==> src/rtl/note_pkg.sv <==
// note_pkg: constants and helpers shared by the note-to-PWM audio path.
//   NUM_NOTES / NOTE_NONE : seven notes C4..B4, index 7 means "no note"
//   PWM_MID               : DC midpoint level for an 8-bit PWM
//   HP_TABLE              : half-period of each note in 100 MHz cycles
//   lowest_set_idx()      : priority select, lowest set request bit wins
package note_pkg;

  localparam int         NUM_NOTES = 7;
  localparam logic [2:0] NOTE_NONE = 3'd7;
  localparam logic [7:0] PWM_MID   = 8'd128;
  localparam int         HP_W      = 18;

  // Packed so it can be passed straight through a module parameter; [0] = C4.
  localparam logic [NUM_NOTES-1:0][HP_W-1:0] HP_TABLE = {
    18'd101239,  // B4
    18'd113636,  // A4
    18'd127551,  // G4
    18'd143172,  // F4
    18'd151686,  // E4
    18'd170265,  // D4
    18'd191110   // C4
  };

  function automatic logic [2:0] lowest_set_idx(input logic [NUM_NOTES-1:0] req);
    lowest_set_idx = NOTE_NONE;
    // Scan high to low so the lowest set bit is the last one written.
    for (int i = NUM_NOTES - 1; i >= 0; i--)
      if (req[i]) lowest_set_idx = 3'(i);
  endfunction

endpackage

==> src/rtl/note_tone_pwm_dac.sv <==
// pwm_dac: free-running PWM generator with frame-synchronous duty update.
//   clk_100mhz, reset : clock, synchronous active-high reset
//   enable            : 0 holds everything at its reset value
//   level             : requested duty, sampled only at the frame boundary
//   pwm_out           : registered PWM bit, high while counter < duty
//   frame_tick        : one-cycle pulse after the counter's last value
module pwm_dac
  import note_pkg::*;
#(
  parameter int PWM_BITS = 8
) (
  input  logic                clk_100mhz,
  input  logic                reset,
  input  logic                enable,
  input  logic [PWM_BITS-1:0] level,
  output logic                pwm_out,
  output logic                frame_tick
);

  localparam logic [PWM_BITS-1:0] MID = PWM_BITS'(PWM_MID);

  logic [PWM_BITS-1:0] cnt_q, duty_q;
  logic                pwm_q, tick_q;
  logic                wrap;

  assign wrap = &cnt_q;

  always_ff @(posedge clk_100mhz) begin
    if (reset || !enable) begin
      cnt_q  <= '0;
      duty_q <= MID;
      pwm_q  <= 1'b0;
      tick_q <= 1'b0;
    end else begin
      cnt_q  <= cnt_q + PWM_BITS'(1);
      // Duty only moves at the frame boundary so a frame is never split.
      if (wrap) duty_q <= level;
      tick_q <= wrap;
      pwm_q  <= (cnt_q < duty_q);
    end
  end

  assign pwm_out    = pwm_q;
  assign frame_tick = tick_q;

endmodule

==> src/rtl/note_tone_pwm.sv <==
// note_tone_pwm: turns the active note request into a square-wave tone and
// drives the mono PWM audio pin.
//   clk_100mhz, reset : 100 MHz clock, synchronous active-high reset
//   enable            : amp on / tone generation active
//   note_in           : note request bits C4..B4, lowest set bit wins
//   volume            : amplitude step 0..7
//   aud_pwm, aud_sd   : PWM audio bit, amplifier shutdown-not
//   playing, note_idx : tone status and current note (7 = none)
//   frame_tick        : pulse at each PWM frame boundary
module note_tone_pwm
  import note_pkg::*;
#(
  parameter int PWM_BITS  = 8,
  parameter int HP_BITS   = 18,
  parameter int VOL_SHIFT = 4,
  parameter logic [NUM_NOTES-1:0][HP_BITS-1:0] HP_TAB = HP_TABLE
) (
  input  logic                 clk_100mhz,
  input  logic                 reset,
  input  logic                 enable,
  input  logic [NUM_NOTES-1:0] note_in,
  input  logic [2:0]           volume,
  output logic                 aud_pwm,
  output logic                 aud_sd,
  output logic                 playing,
  output logic [2:0]           note_idx,
  output logic                 frame_tick
);

  localparam logic [PWM_BITS-1:0] MID = PWM_BITS'(PWM_MID);

  logic [2:0]          sel;
  logic [2:0]          note_idx_q, hp_idx;
  logic                playing_q, aud_sd_q;
  logic [HP_BITS-1:0]  hp_cnt_q, hp_cnt_d, hp_last;
  logic                phase_q, phase_d;
  logic [PWM_BITS-1:0] amp, level;

  assign sel = lowest_set_idx(note_in);

  // Keep the table index in range when no note is active.
  assign hp_idx  = (note_idx_q == NOTE_NONE) ? 3'd0 : note_idx_q;
  assign hp_last = HP_TAB[hp_idx] - HP_BITS'(1);

  always_comb begin
    hp_cnt_d = hp_cnt_q + HP_BITS'(1);
    phase_d  = phase_q;
    if (sel != note_idx_q) begin
      // New note: restart in the high half.
      hp_cnt_d = '0;
      phase_d  = 1'b1;
    end else if (note_idx_q == NOTE_NONE) begin
      hp_cnt_d = '0;
    end else if (hp_cnt_q == hp_last) begin
      hp_cnt_d = '0;
      phase_d  = ~phase_q;
    end
  end

  always_ff @(posedge clk_100mhz) begin
    if (reset || !enable) begin
      note_idx_q <= NOTE_NONE;
      playing_q  <= 1'b0;
      aud_sd_q   <= 1'b0;
      hp_cnt_q   <= '0;
      phase_q    <= 1'b1;
    end else begin
      note_idx_q <= sel;
      playing_q  <= (sel != NOTE_NONE);
      aud_sd_q   <= 1'b1;
      hp_cnt_q   <= hp_cnt_d;
      phase_q    <= phase_d;
    end
  end

  // Square wave swings symmetrically about the midpoint; silence sits at the
  // midpoint so starting and stopping a note does not click.
  assign amp   = PWM_BITS'(volume) << VOL_SHIFT;
  assign level = (note_idx_q == NOTE_NONE) ? MID :
                 phase_q                   ? MID + amp : MID - amp;

  pwm_dac #(.PWM_BITS(PWM_BITS)) u_dac (
    .clk_100mhz (clk_100mhz),
    .reset      (reset),
    .enable     (enable),
    .level      (level),
    .pwm_out    (aud_pwm),
    .frame_tick (frame_tick)
  );

  assign aud_sd   = aud_sd_q;
  assign playing  = playing_q;
  assign note_idx = note_idx_q;

endmodule

==> config.mk <==
export PLATFORM = sky130hd
export DESIGN_NAME = note_tone_pwm
export DESIGN_NICKNAME = d
export VERILOG_FILES = /design/src/rtl/note_pkg.sv /design/src/rtl/note_tone_pwm_dac.sv /design/src/rtl/note_tone_pwm.sv
export SDC_FILE = /design/constraint.sdc
export NUM_CORES = 1
export LEC_CHECK = 0
export ABC_AREA = 1
export CAP_MARGIN = 5
export CELL_PAD_IN_SITES_DETAIL_PLACEMENT = 1
export CELL_PAD_IN_SITES_GLOBAL_PLACEMENT = 1
export CORE_MARGIN = 2
export CORE_UTILIZATION = 48
export CTS_CLUSTER_DIAMETER = 200
export DETAILED_ROUTE_END_ITERATION = 7
export DONT_BUFFER_PORTS = 1
export GPL_ROUTABILITY_DRIVEN = 0
export PLACE_DENSITY = 0.84
export SYNTH_ARGS = -nofsm -noshare
export SYNTH_HDL_FRONTEND = slang
export SYNTH_SLANG_ARGS = --single-unit
==> constraint.sdc <==
create_clock -name clk_100mhz -period 5.6 [get_ports clk_100mhz]
set_input_delay 0.56 -clock clk_100mhz [delete_from_list [all_inputs] [get_ports clk_100mhz]]
set_output_delay 0.56 -clock clk_100mhz [all_outputs]
set_load 0.02 [all_outputs]
==> results list, run 1 <==
- In this run the remaining antenna-violating nets after routing total 0.
- Htree depth: 2
- Port buffer count: 0
- The total area inside the core boundary comes to ~4400 um2.
- XOR/XNOR share of the synthesized area: 0.07051
* Netlist Area Pre-Place: 2236 um2
- The worst hold path passes through 2 cells.
* WHS Endpoint: u_dac.duty_q[4]$_SDFFE_PN0P_
* Cell at the root of the clock tree: clkbuf_8
- Slack of the worst reg-to-reg path: roughly 2700 ps
- For this configuration, the core starts out at a cell density of 0.5065.
- In the synthesized netlist, the number of instances is between 300 and 400.
- Measured against its own limit, the worst slew margin works out to 0.5030.
* WL final: about 5700 um
- Across the run, the number of max-cap violations was 0.
- Post-synth net total: between 300 and 400
- The repair_antennas step left the layout with diodes totalling 0.
* Critical Path Source Type: register
- Maximum frequency from static timing analysis: about 340 MHz
* Reg-to-reg startpoint: note_idx[1]$_SDFF_PN1_
* Adder-Cell Fraction of Synth Area: 0.05596
- Each instance of the synthesized netlist takes up on average 6.735 um2.
- Entering global routing, the biggest net connects 19 pins.
- Min Tclk post-route: between 2000 and 3000 ps
* Detail-routed net length per standard cell: about 15 um
- The routed layout has between 2000 and 2500 vias.
* Via count of the first global-routing pass: 2045
- Number of antenna violations at the first check in global routing: 0
- Standard-cell rows: 24
* Number of standard cells in the final layout excluding fillers: 389
* Area Overhead vs Synth: 8.058%
- After synthesis, the largest family of logic cells by area is simple AND/OR/NAND/NOR gates.
* Number of gates resized after cts: 0
* Final HPWL from detailed placement: ~4300 um
* Synth top cells by count: 76 x nand2_1, 49 x inv_1, 43 x nor2_1
- DRC viols: 0
- In this run, CTS created clock tree buffers numbering 5.
- Setup slack after layout: about 2700 ps
- Endpoints failing hold: 0
- Compound-Gate Fraction of Synth Area: 0.07778
- Of the post-synthesis cell area, the part taken by muxes is 0.
- Worst hold-check slack: 414.2 ps
- The synthesized design spends more area on one cell type than any other, namely dfxtp_1.
- After global routing the overflow that remains totals 0.
* Fraction of registers with async set/reset: 0
- Counting flops with a built-in enable in the synthesized netlist gives 0.
- Measured along the x axis, the die boundary spans just over 70 um.
- Setup repair after global routing left no endpoint under its margin.
- STA puts the critical path data required time at 5780 ps.
* RR Endpoint: hp_cnt_q[9]$_SDFF_PP0_
- Tcrit/Tclk final: 0.5185
- TritonCTS clock tree: done
- The clock drives 38 sinks.
- Iteration-0 DRC count of the detailed router: between 100 and 150
- The worst register-to-register path has a depth of 15.
- DIE AREA: between 5000 and 6000 um2
- Yosys synthesis warning count: 0
* Final net count: between 300 and 400
- Largest cells by area after synthesis: dfxtp_1 34%, nand2_1 13%, inv_1 8.2%, nand3_1 7.6%, nor2_1 7.2%
* Part of the Yosys area used for sequential elements: 0.3402
* Maximum buffer depth of the clock tree: 2
* Worst hold start: volume[0]
- After clock tree synthesis, the setup repair step added 0 buffers.
- Setup violations remaining at the end of the flow were counted as 0.
* Wire length of the first global-routing pass: around 9700 um
- Static power due to leakage: a little over 1 nW
- Die height: 72.25 um
* Pins Over Slew Limit: 0
- In the final layout, the share of cells above drive strength 1 is 0.07418.
- Buffers inserted to repair hold after CTS numbered 0.
- The share of synthesized area in the top cell type comes to 0.3402.
- Data arrival time of the critical path: a little over 3000 ps
- Count of distinct cell types in the synthesized netlist: 30
- The worst-case IR drop observed on VDD is 140.5 uV.
* Maximum fanout encountered on the critical timing path: 18
* Sort of element at the end of the critical path: register
- The flow ran to the end, and the final reports show no timing, DRC or antenna violations.
- Adding up every negative setup slack in the final design gives 0 ps.
- The worst hold path belongs to the class input port to register.
* Count of boundary I/O pins: 20
- Cell Pwr Density: about 260 nW/um2
* Fin Clk Skew: ~13 ps
- In the synthesized netlist the dominant register cell turns out to be dfxtp_1.
* Slew of the pin with the lowest slew margin: 742.8 ps
* Critical path class: register to register
- Count of state elements after synthesis: 38
* Clk Latency, worst-skew pair: approximately 300 ps
- Clock-pin slew was measured on the worst setup and hold paths at 80 ps.
* Most common cell in the netlist: nand2_1
* Dpl ws: 2717 ps
- First drt pass iteration count: 4
- Of the total synthesized cell area, the portion taken by AND, OR, NAND and NOR gates is 0.3531.
- Vias per cell: ~5.3
* Aggregate global-route resource usage: 0.2400
- Post-placement cell count: 381
-- worst max-delay path by stage --
| stage | from | endpoint | slack [ps] | depth (start not counted) |
|---|---|---|---|---|
| 4_1_cts | note_idx[1]$_SDFF_PN1_ | hp_cnt_q[9]$_SDFF_PP0_ | 2660 | 15 |
| 5_1_grt | note_idx[1]$_SDFF_PN1_ | hp_cnt_q[9]$_SDFF_PP0_ | 2420 | 15 |
| 2_1_floorplan | note_idx[1]$_SDFF_PN1_ | hp_cnt_q[0]$_SDFF_PP0_ | 3100 | 16 |
| 3_5_place_dp | note_idx[1]$_SDFF_PN1_ | hp_cnt_q[9]$_SDFF_PP0_ | 2720 | 15 |
| 3_3_place_gp | note_idx[1]$_SDFF_PN1_ | hp_cnt_q[12]$_SDFF_PP0_ | 2840 | 15 |
| 6_report | note_idx[1]$_SDFF_PN1_ | hp_cnt_q[9]$_SDFF_PP0_ | 2700 | 15 |
-- placed cells by master (no fill, tap or decap), types with 2 or more instances in the layout --
| cell type | instances |
|---|---|
| nand2_1 | 76 |
| bufinv_16 | 2 |
| clkinv_1 | 2 |
| dfxtp_1 | 38 |
| nor2_1 | 43 |
| inv_1 | 49 |
| a21oi_1 | 13 |
| nand3_1 | 34 |
| nor2_2 | 5 |
| o21ai_0 | 12 |
| nor3_2 | 3 |
| xor2_1 | 17 |
| clkbuf_8 | 5 |
| inv_2 | 4 |
| nand4_1 | 5 |
| ha_1 | 10 |
| nor3_1 | 4 |
| nand2_2 | 3 |
-- per-stage QoR --
step | utilization | total power, mW | cell area [um2]
3_3_place_gp | 0.5162 | 0.3413 | 2278
4_1_cts | 0.5473 | 0.6325 | 2416
6_report | 0.5473 | 0.6220 | 2416
5_1_grt | 0.5473 | 0.6538 | 2416
2_1_floorplan | - | 0.3310 | 2236
3_5_place_dp | 0.5162 | 0.3431 | 2278
-- layer usage --
metal  track usage  share of wire
met1        0.3354           0.49
met2        0.3772           0.46
met3       0.04583          0.038
met4       0.06918          0.010
met5             0              0
-- registers in the layout, summed over array words and instances (netlist names) --
| signal | cells |
|---|---|
| aud_sd | 1 |
| phase_q | 1 |
| hp_cnt_q | 18 |
| u_dac.duty_q | 4 |
| note_idx | 3 |
| playing | 1 |
| u_dac.cnt_q | 8 |
| u_dac.frame_tick | 1 |
| u_dac.pwm_out | 1 |
-- cell families after synthesis --
group | Yosys count
DFF | 38
adders and majority gates | 10
AOI/OAI and AO/OA | 31
xor gates and xnor gates | 18
buffers and inverters | 58
and+or+nand+nor | 177
-- where the power goes --
part           internal, mW  switching (mW)
registers             0.273         0.00761
logic                0.0180          0.0385
clock network         0.179           0.106
total                 0.470           0.152
-- layout make-up --
cell class / count / area (um2)
Sequential cell: 38 / 760.7
Tap cell: 52 / 65.06
Multi-Input combinational cell: 236 / 1246
Fill cell: 594 / 1998
Clock buffer: 5 / 68.82
Clock inverter: 3 / 68.82
Inverter: 55 / 206.4
-- worst max-delay path, stage by stage (launching register included) --
cell     delay (ps)
dfxtp_1         630
inv_2           120
ha_1            280
inv_1            70
nand3_1         170
nand2_1         200
inv_1            60
ha_1            300
xor2_1          160
nand3_1          90
nor2_1           90
nand3_1         100
nor2_2          150
nand2_2          80
nand3_4         200
nor2_1           70
(Power assumes the default switching activity.)
==> inputs of run 2 (changes only) <==
CORE_UTILIZATION = 45   (was 48)
PLACE_DENSITY = 0.8   (was 0.84)
clock period = 2.7 ns   (was 5.6 ns; I/O delays follow)
==> run 2 against run 1 <==
Against the previous run:
- combinational power grew 140%
- sequential share of layout area shrank 1.2 points
- final area is 4.1% higher
- global-route usage is 2.1 points lower
- critical path type unchanged
- wire length grew 9.9%
- critical endpoint is now hp_cnt_q[16]$_SDFF_PP0_
- die area is 6.3% higher
- via count grew 3.9%
- utilization down 1.8 points
- clock power up 76%
- setup slack worse by 2500 ps
==> results list, run 2 (synthesis results as in run 1) <==
* Storage element area: 762.0 um2 (+0.16%)
- Port buffer count: 0 (unchanged)
- The data required time of the worst path is 2890 ps (-2890 ps).
* Commonest cells after routing, fill and taps aside: 75 x nand2_1, 49 x inv_1, 43 x nor2_1
- WL final: 6208 um (+9.9%)
- ANT cells: 0 (unchanged)
* Cell Pwr Density: 483.5 nW/um2 (+88%)
- The number of iterations in the first detailed-routing pass came to 4 (unchanged).
* Sort of element at the end of the critical path: register
- Maximum fanout encountered on the critical timing path: 9 (-9)
- The flow ran to the end, and the final reports show no timing, DRC or antenna violations.
- The core outline area is 4755 um2 (+7.7%).
* R2R depth: 15 (unchanged)
- The total chip power was 1.216 mW (+96%).
- The largest net degree at the start of global routing is 19 (unchanged).
* Maximum buffer depth of the clock tree: 2 (unchanged)
- The number of sinks driven by the clock tree is 38 (unchanged).
- Maximum frequency from static timing analysis: 403.3 MHz (+17%)
* Fraction of power spent switching nets: 0.2550 (+0.01045)
- The largest clock skew in the final design is 16.01 ps (+3.506 ps).
- The post-detailed-placement half-perimeter wirelength is 4493 um (+3.5%).
- Vias per cell: 5.199 (-1.9%)
* Width of the die: 74.49 um (+3.1%)
* Htree depth: 2 (unchanged)
* Reg-to-reg startpoint: note_idx[0]$_SDFF_PN1_
* Internal: 906.2 uW (+93%)
* Starting density of the core: 0.4703 (-0.03626)
- Critical Path Source Type: register
- Worst hold start: volume[0]
- Number of flip-flops under the largest register name: 18 (unchanged)
- Relative to the synthesized area, the layout overhead comes to 12.53%.
- Count of filler cells inserted in the layout: 650 (+9.4%)
* Clk Latency, worst-skew pair: 300 ps (about the same)
* Most flop-heavy register: hp_cnt_q
- The final design utilization is 0.5292 (-0.01813).
- Critical path class: register to register
* Via count: 2142 (+3.9%)
* Static power due to leakage: 1.053 nW (+3.3%)
- Switching Power: 310.2 uW (+100%)
* Cell at the root of the clock tree: clkbuf_8
- The global-route wire length before repair is 9197 um (-5.2%).
* Count of boundary I/O pins: 20 (unchanged)
- DIE AREA: 5549 um2 (+6.3%)
- In the final layout, the registers with the most flip-flops are hp_cnt_q (18), u_dac.cnt_q (8), u_dac.duty_q (4).
* Share of power burned in the clock network: 0.413 (-0.045)
- The iteration-0 DRC count of the detailed router was 122 (-13%).
- Dpl ws: 172.0 ps (-2545 ps)
* Number of buffers inserted by post-CTS setup repair: 0 (unchanged)
- The clock buffer count from CTS is 5 (unchanged).
- The power share of the combinational group is 0.112 (+0.021).
- Min Tclk post-route: 2480 ps (-424.0 ps)
- Detail-routed net length per standard cell: 15.07 um (+3.7%)
- Fin Setup TNS: 0 ps (unchanged)
- Via count of the first global-routing pass: 2037 (-0.39%)
* Clock slew at the register clock pins of the worst setup and hold paths: 80 ps (about the same)
- The arrival time of the worst setup path came to 2660 ps (-420 ps).
* Cell depth of the worst min-delay path: 2 (unchanged)
* Relative slew slack: 0.5774 (+0.07437)
* Post-placement cell count: 402 (+5.5%)
- The total of hold buffers inserted after clock tree synthesis came to 0 (unchanged).
* Worst hold-check path type: input port to register
* Slew of the pin with the lowest slew margin: 618.0 ps (-124.8 ps)
- TritonCTS built the clock tree.
* Global-route congestion overflow total: 0 (unchanged)
* Max-cap violation count: 0 (unchanged)
* Die height: 74.49 um (+3.1%)
- Number of endpoints failing setup at the final stage: 0 (unchanged)
- Worst setup path startpoint: note_idx[0]$_SDFF_PN1_
- Pins Over Slew Limit: 0 (unchanged)
* Endpoints failing hold: 0 (unchanged)
* Unrepaired setup endpoints after global routing: no
* Aggregate global-route resource usage: 0.2188 (-0.02115)
- The detailed-route DRC error count is 0 (unchanged).
- Number of antenna violations at the first check in global routing: 0 (unchanged)
* Tcrit/Tclk final: 0.9183 (+0.3999)
- Share of layout cells above drive strength 1: 0.1043 (+0.03016)
- Relative contribution of sequential cells to total power: 0.475 (+0.023)
- Setup slack after layout: 220.5 ps (-2476 ps)
- Final net count: 368 (+2.5%)
- The area used by multi-input combinational logic was 1306 um2 (+4.8%).
- The final instance count without filler cells came to 412 (+5.9%).
* Most common cell after layout, fill and taps aside: nand2_1
- The final antenna-violating net count came to 0 (unchanged).
- The total number of placement rows was 25 (+4.2%).
* Max rail drop VDD: 340.5 uV (+140%)
run 2: area by class of cell:
class                      count  share of cell area
clock inverter                 1             0.01193
timing repair buffer           6             0.01790
inverter                      55             0.08205
clock buffer                   6             0.03282
sequential                    38              0.3028
tap                           67             0.03332
multi-input combinational    239              0.5191
run 2: power groups by stage:
stage / Sequential, mW / Combinational, mW / Clock, mW
global placement: 0.590 / 0.125 / 0
global route: 0.578 / 0.155 / 0.527
finish: 0.577 / 0.137 / 0.502
floorplan: 0.592 / 0.0947 / 0
detailed placement: 0.590 / 0.129 / 0
CTS: 0.577 / 0.130 / 0.509
run 2: critical path, stage by stage, from the launching register on:
cell     delay, ps
dfxtp_1        420
ha_2           240
inv_2           70
nand2_4        120
nand2_2        130
nand2_2        100
inv_1           50
ha_1           300
xor2_1         170
nand3_1         90
nor2_1          90
nand3_1        120
nor2_4         140
nand2_4        110
nand3_2        160
nor2_1          50
run 2: worst paths after layout:
kind,slack [ps],to
max,220,hp_cnt_q[16]$_SDFF_PP0_
min,140,u_dac.duty_q[4]$_SDFFE_PN0P_
max reg2reg,220,hp_cnt_q[16]$_SDFF_PP0_
min reg2reg,450,u_dac.cnt_q[0]$_SDFF_PN0_
run 2: repair_timing:
item | CTS | global route
endpoints found under the setup margin | 0 | 18
endpoints found under the hold margin | 0 | 0
gates resized for setup | 0 | 7
run 2: metal layers:
metal	vias up	global-route usage	routed length (um)
met5	-	0	0
met1	1009	0.2883	2877
met3	12	0.04065	206
met2	43	0.3609	3017
li1	1078	-	-
met4	0	0.07341	106
run 2: stage by stage:
step	cell area, um2	hold slack, ps
after floorplan	2236	417.5
after global placement	2342	435.1
after detailed placement	2342	442.2
after CTS	2455	139.3
after global routing	2516	151.9
final	2516	142.9
==> inputs of run 3 (changes only) <==
CORE_MARGIN = not set   (was 2)
CORE_UTILIZATION = 36   (was 45)
HOLD_SLACK_MARGIN = 0.08   (was not set)
PLACE_DENSITY = 0.66   (was 0.8)
==> run 3 against run 2 <==
Against the previous run:
- die area is 18% higher
- wire length fell by 5.9%
- via count down 1.5%
- fmax fell by 0.23%
- critical path depth unchanged
- clock skew down 13 ps
- non-clock buffer count shrank 1
- critical endpoint is now hp_cnt_q[8]$_SDFF_PP0_
- largest cell class unchanged
==> results list, run 3 (synthesis results as in run 1) <==
- The leakage component of the power was 1.049 nW (-0.42%).
- In this run the most critical hold path is launched from volume[0].
- The worst register-to-register path begins at note_idx[0]$_SDFF_PN1_.
* Share of layout cells above drive strength 1: 0.1017 (-0.002604)
* Worst setup path startpoint: note_idx[0]$_SDFF_PN1_
* Fin Clk Skew: 2.851 ps (-13.16 ps)
* Maximum fanout encountered on the critical timing path: 9 (unchanged)
- Min Tclk post-route: 2485 ps (+5.660 ps)
* Utilization after layout: 0.4229 (-0.1063)
- Area Overhead vs Synth: 12.65% (about the same)
- The number of fillers in the final layout came to 795 (+22%).
- Most flop-heavy register: hp_cnt_q
- Maximum frequency from static timing analysis: 402.4 MHz (-0.23%)
- The global-route wire length before repair is 9211 um (+0.15%).
- The average wire per cell in the routed design came to 13.94 um (-7.5%).
- The relative slew slack came to 0.6521 (+0.07471).
* Worst hold-check slack: 148.1 ps (+5.225 ps)
- R2R depth: 15 (unchanged)
- Final net count: 367 (-0.27%)
- Maximum buffer depth of the clock tree: 2 (unchanged)
- Required time of the critical path: 2880 ps (about the same)
- Number of antenna violations at the first check in global routing: 0 (unchanged)
- The count of placed standard cells including taps was 409 (+1.7%).
* Clock slew at the register clock pins of the worst setup and hold paths: 80 ps (about the same)
- The largest voltage drop on the vdd net is 226.3 uV (-34%).
* Hold-fix buffer count after cts: 0 (unchanged)
* Placement-stage cell area: 2345 um2 (+0.11%)
* Max-cap violation count: 0 (unchanged)
- The min-delay analysis places its worst path in the category input port to register.
- TritonCTS built the clock tree.
- Endpoints failing hold: 0 (unchanged)
- The total number of placement rows came to 28 (+12%).
- Critical Path Source Type: register
- The core outline area came to 5956 um2 (+25%).
* Largest regs: hp_cnt_q (18), u_dac.cnt_q (8), u_dac.duty_q (4)
* Number of buffers inserted by post-CTS setup repair: 0 (unchanged)
- The per-cell via count in the routed design is 5.036 (-3.1%).
* Status: completed
* Critical path class: register to register
- Number of endpoints failing setup at the final stage: 0 (unchanged)
* Via count: 2110 (-1.5%)
- The detailed-route DRC error count was 0 (unchanged).
- Most common cell after layout, fill and taps aside: nand2_1
* ANT cells: 0 (unchanged)
- Aggregate global-route resource usage: 0.1839 (-0.03487)
- Number of buffers inserted during clock tree synthesis: 5 (unchanged)
* Pins Over Slew Limit: 0 (unchanged)
* Number of flip-flops under the largest register name: 18 (unchanged)
- Global-route congestion overflow total: 0 (unchanged)
* Sort of element at the end of the critical path: register
* Slew of the pin with the lowest slew margin: 520.6 ps (-97.34 ps)
- The part of the cycle the worst path needs was 0.9204 (+0.002096).
* Cell at the root of the clock tree: clkbuf_8
- The count of H-tree levels built during CTS was 2 (unchanged).
* Commonest cells after routing, fill and taps aside: 75 x nand2_1, 49 x inv_1, 43 x nor2_1
* Cell depth of the worst min-delay path: 2 (unchanged)
- DIE AREA: 6530 um2 (+18%)
- The number of sinks driven by the clock tree came to 38 (unchanged).
- The die outline height is 80.81 um (+8.5%).
* Port buffer count: 0 (unchanged)
- The area used by multi-input combinational logic was 1306 um2 (unchanged).
- The number of iterations in the first detailed-routing pass came to 4 (unchanged).
- Starting density of the core: 0.3754 (-0.09484)
* Width of the die: 80.81 um (+8.5%)
- Pin count of the biggest net entering global routing: 19 (unchanged)
- The final instance count without filler cells is 419 (+1.7%).
- Clk Latency, worst-skew pair: 290 ps (about the same)
* Iteration-0 DRC count of the detailed router: 52 (-57%)
- Area of all placed cells without fillers: 2519 um2 (about the same)
* Final HPWL from detailed placement: 4414 um (-1.7%)
- The total chip power came to 1.214 mW (-0.18%).
* Via count of the first global-routing pass: 2012 (-1.2%)
* Storage element area: 762.0 um2 (unchanged)
* Cell Pwr Density: 482.1 nW/um2 (-0.28%)
- The total detailed-routing wirelength is 5842 um (-5.9%).
- Count of boundary I/O pins: 20 (unchanged)
- Antenna Nets Post-Route: 0 (unchanged)
- The arrival time of the worst setup path was 2670 ps (about the same).
[run 3: changes by cell type in the layout (fill, tap and decap cells not counted), sizes merged]
cell  change
buf       -1
[run 3: worst max-delay path: stages, from the launching register on]
cell and delay [ps]:
dfxtp_1 420, ha_2 240, inv_2 70, nand2_4 110
nand2_2 120, nand2_2 100, inv_1 50, ha_1 290
xor2_1 160, nand3_1 90, nor2_1 110, nand3_1 130
nor2_4 140, nand2_4 110, nand3_2 160, nor2_1 60
[run 3: final timing paths]
check / to / slack (ps)
setup / recovery: hp_cnt_q[8]$_SDFF_PP0_ / 210
hold / removal: u_dac.duty_q[4]$_SDFFE_PN0P_ / 150
setup reg to reg: hp_cnt_q[8]$_SDFF_PP0_ / 210
hold reg to reg: u_dac.cnt_q[0]$_SDFF_PN0_ / 450
[run 3: power breakdown]
| group | internal, mW | switching, mW | total [mW] |
|---|---|---|---|
| clock | 0.296 | 0.206 | 0.502 |
| sequential | 0.567 | 0.0104 | 0.577 |
| combinational | 0.0421 | 0.0928 | 0.135 |
| total | 0.905 | 0.309 | 1.21 |
[run 3: what timing repair did]
item,CTS,global route
hold endpoints to repair,0,0
setup endpoints to repair,0,18
resized for setup,0,7
[run 3: final cells by class]
class,count,area share
multi-input combinational,239,0.5186
sequential,38,0.3025
inverter,55,0.08197
tap,75,0.03726
clock buffer,6,0.03279
timing repair buffer,5,0.01490
clock inverter,1,0.01192
[run 3: metal layers]
| layer | global-route usage | routed length (um) | vias up |
|---|---|---|---|
| li1 | - | - | 1072 |
| met1 | 0.2529 | 2985 | 1008 |
| met2 | 0.2916 | 2639 | 23 |
| met3 | 0.03371 | 145 | 7 |
| met4 | 0.05357 | 72 | 0 |
| met5 | 0 | 0 | - |
[run 3: through the flow]
step	worst slack (ps)	TNS, ps
floorplan	199.3	0
global placement	217.8	0
detailed placement	175.1	0
CTS	148.6	0
global route	-2.924	-2.924
finish	214.8	0
